**config.mk**
```make
export PLATFORM = sky130hd
export DESIGN_NAME = maple_txn_sequencer
export DESIGN_NICKNAME = d
export VERILOG_FILES = /design/src/rtl/maple_pkg.sv /design/src/rtl/maple_timeout_timer.sv /design/src/rtl/maple_txn_sequencer.sv
export SDC_FILE = /design/constraint.sdc
export NUM_CORES = 1
export LEC_CHECK = 0
export BUFFER_PORTS_ARGS = -buffer_cell sky130_fd_sc_hd__buf_2
export CAP_MARGIN = 20
export CORE_MARGIN = 1
export CORE_UTILIZATION = 50
export DETAILED_ROUTE_END_ITERATION = 8
export HOLD_SLACK_MARGIN = 0.08
export PLACE_DENSITY = 0.78
export SLEW_MARGIN = 20
export SYNTH_ARGS = -nofsm -noshare
export SYNTH_HDL_FRONTEND = slang
export SYNTH_SLANG_ARGS = --single-unit
```
**constraint.sdc**
```tcl
create_clock -name aclk -period 3.4 [get_ports aclk]
set_input_delay 0.51 -clock aclk [delete_from_list [all_inputs] [get_ports aclk]]
set_output_delay 0.51 -clock aclk [all_outputs]
set_load 0.02 [all_outputs]
```
**src/rtl/maple_pkg.sv**
```systemverilog
// Shared definitions for the Maple Bus transaction sequencer.
//   state_e     : sequencer state encoding, also visible on state_dbg
//   STS_*       : completion status codes reported on status
//   *_DEF       : default timing and field widths
package maple_pkg;

   typedef enum logic [2:0] {
      ST_IDLE       = 3'd0,
      ST_FLUSH      = 3'd1,
      ST_TX_START   = 3'd2,
      ST_TX_ACTIVE  = 3'd3,
      ST_TURNAROUND = 3'd4,
      ST_RX_WAIT    = 3'd5,
      ST_RX_ACTIVE  = 3'd6,
      ST_DONE       = 3'd7
   } state_e;

   localparam logic [2:0] STS_OK      = 3'd0;
   localparam logic [2:0] STS_NO_DATA = 3'd1;
   localparam logic [2:0] STS_TX_ERR  = 3'd2;
   localparam logic [2:0] STS_TIMEOUT = 3'd3;
   localparam logic [2:0] STS_RX_ERR  = 3'd4;
   localparam logic [2:0] STS_ABORTED = 3'd5;

   localparam int RST_CYC_DEF     = 4;
   localparam int TX_START_TO_DEF = 1024;
   localparam int TURN_CYC_DEF    = 16;
   localparam int RESP_TO_DEF     = 100000;   // 1 ms at 100 MHz
   localparam int TIMER_W_DEF     = 20;
   localparam int CNT_W_DEF       = 12;

endpackage

```
**src/rtl/maple_timeout_timer.sv**
```systemverilog
// Loadable down-counter shared by all timed sequencer states.
//   aclk, aresetn : clock, async active-low reset
//   load          : load load_val this edge (wins over counting)
//   load_val      : value to load
//   en            : count down while nonzero
//   expired       : counter is at zero
module maple_timeout_timer #(
   parameter int TIMER_W = 20
) (
   input  logic               aclk,
   input  logic               aresetn,
   input  logic               load,
   input  logic [TIMER_W-1:0] load_val,
   input  logic               en,
   output logic               expired
);

   logic [TIMER_W-1:0] count;

   always_ff @(posedge aclk or negedge aresetn) begin
      if (!aresetn) begin
         count <= '0;
      end else if (load) begin
         count <= load_val;
      end else if (en && (count != '0)) begin
         count <= count - TIMER_W'(1);
      end
   end

   assign expired = (count == '0);

endmodule

```
**src/rtl/maple_txn_sequencer.sv**
```systemverilog
// Sequences one Maple Bus transaction (command out, optional response in)
// around the existing TX/RX datapath, replacing the software-driven
// ENABLE_TX / ENABLE_RX / RESET_RX toggling.
//   aclk, aresetn          : clock, async active-low reset
//   start, abort           : one-cycle requests from the control registers
//   expect_resp, flush_rx  : transaction options, sampled on start accept
//   tx_data_count          : TX FIFO occupancy
//   transmitting/receiving : transmitter busy / receiver in-packet flags
//   rx_tvalid/tready/tlast : monitored receiver-to-RX-FIFO stream
//   enable_tx, enable_rx   : datapath enables
//   reset_rx               : RX FIFO reset, active high
//   busy, done, status     : transaction progress and completion code
//   rx_byte_count          : response beats accepted in the last transaction
//   state_dbg              : current state encoding
//
// state         | meaning
// --------------+-----------------------------------------------------
// IDLE          | waiting for start
// FLUSH         | reset_rx held for RST_CYC cycles
// TX_START      | enable_tx up, waiting for transmitting to rise
// TX_ACTIVE     | command on the wire, waiting for transmitting to fall
// TURNAROUND    | both enables low for TURN_CYC cycles
// RX_WAIT       | enable_rx up, waiting for receiving to rise
// RX_ACTIVE     | counting response beats until tlast
// DONE          | one-cycle done pulse, status valid
module maple_txn_sequencer
   import maple_pkg::*;
#(
   parameter int RST_CYC     = RST_CYC_DEF,
   parameter int TX_START_TO = TX_START_TO_DEF,
   parameter int TURN_CYC    = TURN_CYC_DEF,
   parameter int RESP_TO     = RESP_TO_DEF,
   parameter int TIMER_W     = TIMER_W_DEF,
   parameter int CNT_W       = CNT_W_DEF
) (
   input  logic             aclk,
   input  logic             aresetn,
   input  logic             start,
   input  logic             abort,
   input  logic             expect_resp,
   input  logic             flush_rx,
   input  logic [CNT_W-1:0] tx_data_count,
   input  logic             transmitting,
   input  logic             receiving,
   input  logic             rx_tvalid,
   input  logic             rx_tready,
   input  logic             rx_tlast,
   output logic             enable_tx,
   output logic             enable_rx,
   output logic             reset_rx,
   output logic             busy,
   output logic             done,
   output logic [2:0]       status,
   output logic [CNT_W-1:0] rx_byte_count,
   output logic [2:0]       state_dbg
);

   state_e             state;
   state_e             state_nxt;
   logic [2:0]         fin;
   logic               exp_q;
   logic               accept;
   logic               beat;
   logic               tmr_load;
   logic               tmr_en;
   logic               tmr_exp;
   logic [TIMER_W-1:0] tmr_val;

   assign accept    = (state == ST_IDLE) && start && !abort;
   assign beat      = rx_tvalid && rx_tready;
   assign state_dbg = state;

   always_comb begin
      state_nxt = state;
      fin       = STS_OK;
      case (state)
         ST_IDLE: begin
            if (accept) begin
               if (tx_data_count == '0) begin
                  state_nxt = ST_DONE;
                  fin       = STS_NO_DATA;
               end else if (flush_rx) begin
                  state_nxt = ST_FLUSH;
               end else begin
                  state_nxt = ST_TX_START;
               end
            end
         end
         ST_FLUSH: begin
            if (tmr_exp) state_nxt = ST_TX_START;
         end
         ST_TX_START: begin
            if (transmitting) begin
               state_nxt = ST_TX_ACTIVE;
            end else if (tmr_exp) begin
               state_nxt = ST_DONE;
               fin       = STS_TX_ERR;
            end
         end
         ST_TX_ACTIVE: begin
            if (!transmitting) state_nxt = exp_q ? ST_TURNAROUND : ST_DONE;
         end
         ST_TURNAROUND: begin
            if (tmr_exp) state_nxt = ST_RX_WAIT;
         end
         ST_RX_WAIT: begin
            if (receiving) begin
               state_nxt = ST_RX_ACTIVE;
            end else if (tmr_exp) begin
               state_nxt = ST_DONE;
               fin       = STS_TIMEOUT;
            end
         end
         ST_RX_ACTIVE: begin
            // a tlast beat beats both a dropped receiving flag and the timer
            if (beat && rx_tlast) begin
               state_nxt = ST_DONE;
            end else if (!receiving) begin
               state_nxt = ST_DONE;
               fin       = STS_RX_ERR;
            end else if (tmr_exp) begin
               state_nxt = ST_DONE;
               fin       = STS_TIMEOUT;
            end
         end
         ST_DONE: state_nxt = ST_IDLE;
         default: state_nxt = ST_IDLE;
      endcase
      if (abort && (state != ST_IDLE) && (state != ST_DONE)) begin
         state_nxt = ST_DONE;
         fin       = STS_ABORTED;
      end
   end

   // Timer is loaded on every state entry and on each response beat. A
   // window of N cycles loads N-1 because the zero cycle itself is the last
   // cycle spent in the state.
   always_comb begin
      tmr_load = (state_nxt != state) || ((state == ST_RX_ACTIVE) && beat);
      tmr_en   = (state != ST_IDLE) && (state != ST_DONE);
      tmr_val  = '0;
      case (state_nxt)
         ST_FLUSH:                tmr_val = TIMER_W'(RST_CYC - 1);
         ST_TX_START:             tmr_val = TIMER_W'(TX_START_TO - 1);
         ST_TURNAROUND:           tmr_val = TIMER_W'(TURN_CYC - 1);
         ST_RX_WAIT, ST_RX_ACTIVE: tmr_val = TIMER_W'(RESP_TO - 1);
         default:                 tmr_val = '0;
      endcase
   end

   maple_timeout_timer #(
      .TIMER_W (TIMER_W)
   ) u_timer (
      .aclk     (aclk),
      .aresetn  (aresetn),
      .load     (tmr_load),
      .load_val (tmr_val),
      .en       (tmr_en),
      .expired  (tmr_exp)
   );

   // Outputs are decoded from the next state so enables move on the same
   // edge as the state register (abort drops them immediately).
   always_ff @(posedge aclk or negedge aresetn) begin
      if (!aresetn) begin
         state         <= ST_IDLE;
         enable_tx     <= 1'b0;
         enable_rx     <= 1'b0;
         reset_rx      <= 1'b0;
         busy          <= 1'b0;
         done          <= 1'b0;
         status        <= STS_OK;
         rx_byte_count <= '0;
         exp_q         <= 1'b0;
      end else begin
         state     <= state_nxt;
         enable_tx <= (state_nxt == ST_TX_START) || (state_nxt == ST_TX_ACTIVE);
         enable_rx <= (state_nxt == ST_RX_WAIT) || (state_nxt == ST_RX_ACTIVE);
         reset_rx  <= (state_nxt == ST_FLUSH);
         busy      <= (state_nxt != ST_IDLE);
         done      <= (state_nxt == ST_DONE);
         if (accept) begin
            exp_q         <= expect_resp;
            rx_byte_count <= '0;
         end else if ((state == ST_RX_ACTIVE) && beat && !abort
                      && (rx_byte_count != '1)) begin
            rx_byte_count <= rx_byte_count + CNT_W'(1);
         end
         if ((state_nxt == ST_DONE) && (state != ST_DONE)) status <= fin;
      end
   end

endmodule

```
==> flow_results.org <==
** Route
- Average via count per standard cell :: 5.54
- After detailed routing, the average wire length per cell comes to 13.8 µm.
- Post-detailed-routing wire length :: 5180 µm
- The first detailed-routing pass ran for 4 iterations.
- In this run the remaining antenna-violating nets after routing total 0.
- In this run, the number of DRC markers left after iteration 0 of detailed routing was 133.
- Across all layers, the routed design uses 2,072 vias.
- For this run, design rule violations remaining after detail routing come to 0.

** Setup path
- The critical path in this run is classified as reg -> reg.
- Critical path data required time :: 3610 ps
- In this run the worst setup path terminates at u_timer.count[2].
- RR Endpoint :: u_timer.count[2]
- The worst register-to-register path begins at u_timer.count[17].
- For the worst flop-to-flop path, the logic depth is 8.
- In this run the worst setup path begins at u_timer.count[17].
- At the worst endpoint, the arrival time is 3090 ps.
- Across all register-to-register paths, the minimum setup slack is 520 ps.
- STA classifies the critical path startpoint as a register.
- Largest fanout on the critical path :: 19
- STA classifies the critical path endpoint as a register.

** Yosys
- The synthesized design devotes to its leading area cell type 44.0% of total area.
- #FFs+latches synth :: 44
- Synthesized Nets :: 287
- In the post-synthesis netlist, the cell with the most instances is sky130_fd_sc_hd__dfrtp_1.
- Ranked by total cell area, the synthesized netlist is headed by sky130_fd_sc_hd__dfrtp_1, sky130_fd_sc_hd__xnor2_1, sky130_fd_sc_hd__mux2i_1.
- Syn Area/Cell :: 9.58 µm²
- In this run the cell area of the synthesized design comes to 0.00250 mm².
- Cells after Synth :: 261
- Most frequently used flop master after synthesis :: sky130_fd_sc_hd__dfrtp_1
- Proportion of synthesized chip area in sequential cells :: 44.0%
- Biggest area consumer among synthesized cells :: sky130_fd_sc_hd__dfrtp_1
- The synthesized netlist contains 49 unique library cells.
- Fraction of synthesis flops using an asynchronous set or reset pin :: 100%
- Number of enable-type register cells in the synthesized netlist :: 0
- Sorting the synthesized cells by how often they occur yields sky130_fd_sc_hd__dfrtp_1, sky130_fd_sc_hd__nor2_1, sky130_fd_sc_hd__nand2_1.
- Yosys Warn Count :: 0

** Clocking
- TritonCTS Buffers :: 5
- Post-CTS setup buffers :: 0
- CTS tree :: built
- The cell sitting at the root of the clock tree is a sky130_fd_sc_hd__clkbuf_8.
- Post-CTS Resized :: 0
- For the worst-skew pair, the clock arrives at the later sink with an insertion delay of 300 ps.
- Maximum count of clock buffers along a single path :: 2
- Clock slew seen by the registers of the worst setup and hold paths :: 90 ps
- After clock tree synthesis, the flow added hold-fix buffers numbering 0.
- The clock drives 44 sinks.
- H-tree lvl count :: 2

** Flow run
- Max-cap violations in this run came to 0.

** Global route
- For this run the aggregate overflow at the end of global routing stands at 0.
- Met1 track demand over resource :: 28.4%
- met2 is the most crowded layer.
- GRT met2 Usage :: 36.7%
- Global-route usage over all layers :: 22.0%
- Vias in the first global route :: 2,008
- Entering global routing, the biggest net connects 45 pins.
- Fraction of met3 tracks used by global routing :: 4.56%
- Wire length of the first global-routing pass :: 9030 µm
- The number of antenna violations at the first check in global routing is 0.

** Final layout
- Filler Cell Count :: 427
- In the final layout, the share of cells above drive strength 1 is 19.2%.
- Number of antenna repair diodes :: 0
- Multi-input logic area :: 0.00132 mm²
- In the final layout, flip-flops and latches occupy 0.00110 mm².
- Final net count :: 333
- Relative to the synthesized area, the layout overhead comes to 15.9%.

** Power
- Cell Int Power :: 0.00144 W
- The analysis attributes to net switching a power of 0.00103 W.
- Summed over all cells, the static leakage comes to 1.37 nW.
- The share of total power dissipated in sequential elements is 33.4%.
- Switching portion of total power :: 41.7%
- Power density of the placed cells :: 850 mW/mm²
- The worst-case IR drop observed on VDD is 373 µV.
- Portion of total power attributed to the clock network :: 19.1%
- Fraction of power consumed by combinational cells :: 47.5%

** Die
- I/O Pins :: 46
- Number of placement rows :: 25
- Initial core utilization :: 52.6%
- Horizontal die dimension :: 72.7 µm
- The core region is 0.00475 mm².
- Die H :: 72.7 µm
- The die covers 0.00529 mm².

** STA
- Final period utilization :: 84.8%
- Between clock sinks in the finished design, the worst skew comes to 14.1 ps.
- Setup repair after global routing left no endpoint under its margin.
- For the pin with the worst max-slew slack, the measured transition is 818 ps.
- Final worst-path setup slack :: 516 ps
- Highest Clock Rate :: 347 MHz
- Max Transition Viols Final :: 0
- Total negative slack :: 0 ps
- The worst path needs 2880 ps of the cycle, external delays included.
- The final hold violation count is 0.
- # setup viols final :: 0
- Headroom to the max-slew limit came out at 45.3%.

** Placed design
- Prior to clock tree synthesis, the placed netlist has a worst setup slack of 523 ps.
- The congestion estimate from routability-driven global placement came to 0.835.
- Count of input and output buffers :: 45
- Estimated wirelength of the detail-placed design :: 3710 µm

** Worst hold path
- Hold/Removal Path Class :: in -> async

** Outcome
- Status :: complete, no violations
[registers in the layout, indices dropped and copies added, names as in the netlist]
signal and flops:
u_timer.count 20, rx_byte_count 12, state_dbg 3, status 3, busy 1, done 1, enable_rx 1, enable_tx 1
exp_q 1, reset_rx 1
[logic make-up (layout without fill, tap and decap cells)]
| kind of cell | Yosys count | in the layout | synth area share [%] |
|---|---|---|---|
| AO/OA/AOI/OAI | 33 | 33 | 8.35 |
| XOR/XNOR | 31 | 31 | 11.2 |
| adder cells (fa/ha/maj) | 3 | 3 | 1.50 |
| buffers and inverters | 16 | 62 | 3.35 |
| flip-flops | 44 | 44 | 44.0 |
| multiplexers | 13 | 13 | 5.20 |
| AND/OR/NAND/NOR | 121 | 121 | 26.4 |
[stage by stage]
stage               std cells  hold WS, ps  cell area [µm²]  power [W]  utilization, %
global route              374          231             2900    0.00265            61.0
CTS                       374          389             2900    0.00248            60.9
detailed placement        367          490             2770    0.00200            58.2
global placement          367          474             2770    0.00196            58.2
finish                    374          174             2900    0.00246            61.0
floorplan                 261          214             2500    0.00177               -
[metal layers]
| layer | vias to the layer above | part of all wire, % |
|---|---|---|
| met5 | - | 0 |
| met2 | 41 | 49 |
| met3 | 7 | 4.0 |
| li1 | 1008 | - |
| met1 | 1016 | 45 |
| met4 | 0 | 1.4 |
[power groups by stage]
stage | logic, W | clock network, W | registers (W)
after floorplan | 0.000921 | 0 | 0.000846
after global placement | 0.00114 | 0 | 0.000826
after detailed placement | 0.00117 | 0 | 0.000828
after CTS | 0.00118 | 0.000479 | 0.000819
after global routing | 0.00131 | 0.000493 | 0.000847
final | 0.00117 | 0.000471 | 0.000823
[cells in the final DEF (no fill, tap or decap), types with 7 or more instances in the layout]
cell type	netlist	layout
sky130_fd_sc_hd__dfrtp_1	44	44
sky130_fd_sc_hd__buf_2	0	44
sky130_fd_sc_hd__nor2_1	30	30
sky130_fd_sc_hd__nand2_1	22	22
sky130_fd_sc_hd__xnor2_1	16	16
sky130_fd_sc_hd__xor2_1	14	14
sky130_fd_sc_hd__mux2i_1	13	13
sky130_fd_sc_hd__nand3_1	12	12
sky130_fd_sc_hd__o21ai_0	11	11
sky130_fd_sc_hd__nor4_1	9	9
sky130_fd_sc_hd__inv_1	9	9
sky130_fd_sc_hd__nor3_1	7	7
sky130_fd_sc_hd__a21oi_1	7	7
sky130_fd_sc_hd__and2_1	7	7
[final cells by class]
class / instances / area share [%]
Clock inverter: 2 / 2.07
Sequential cell: 44 / 38.0
Multi-Input combinational cell: 201 / 45.4
Clock buffer: 5 / 2.37
Inverter: 9 / 1.17
Timing Repair Buffer: 46 / 8.11
Tap cell: 67 / 2.89
[how the worst min path moves through the flow]
stage               startpoint               end  slack (ps)  cells past startpoint
floorplan              aresetn              busy         210                      0
global placement     status[2]         status[2]         470                      2
detailed placement   status[2]         status[2]         490                      2
CTS                    aresetn  rx_byte_count[8]         390                      1
global route           aresetn  rx_byte_count[7]         230                      1
finish                 aresetn  rx_byte_count[7]         170                      1
[worst max-delay path: stages (launching register included)]
cell	delay, ps
sky130_fd_sc_hd__dfrtp_1	420
sky130_fd_sc_hd__or4_4	560
sky130_fd_sc_hd__or3b_4	410
sky130_fd_sc_hd__o21ai_0	290
sky130_fd_sc_hd__nand4b_4	220
sky130_fd_sc_hd__xnor2_2	190
sky130_fd_sc_hd__nor3_2	150
sky130_fd_sc_hd__buf_4	300
sky130_fd_sc_hd__mux2i_1	250
Note: power is estimated with default switching activity, not from simulation.
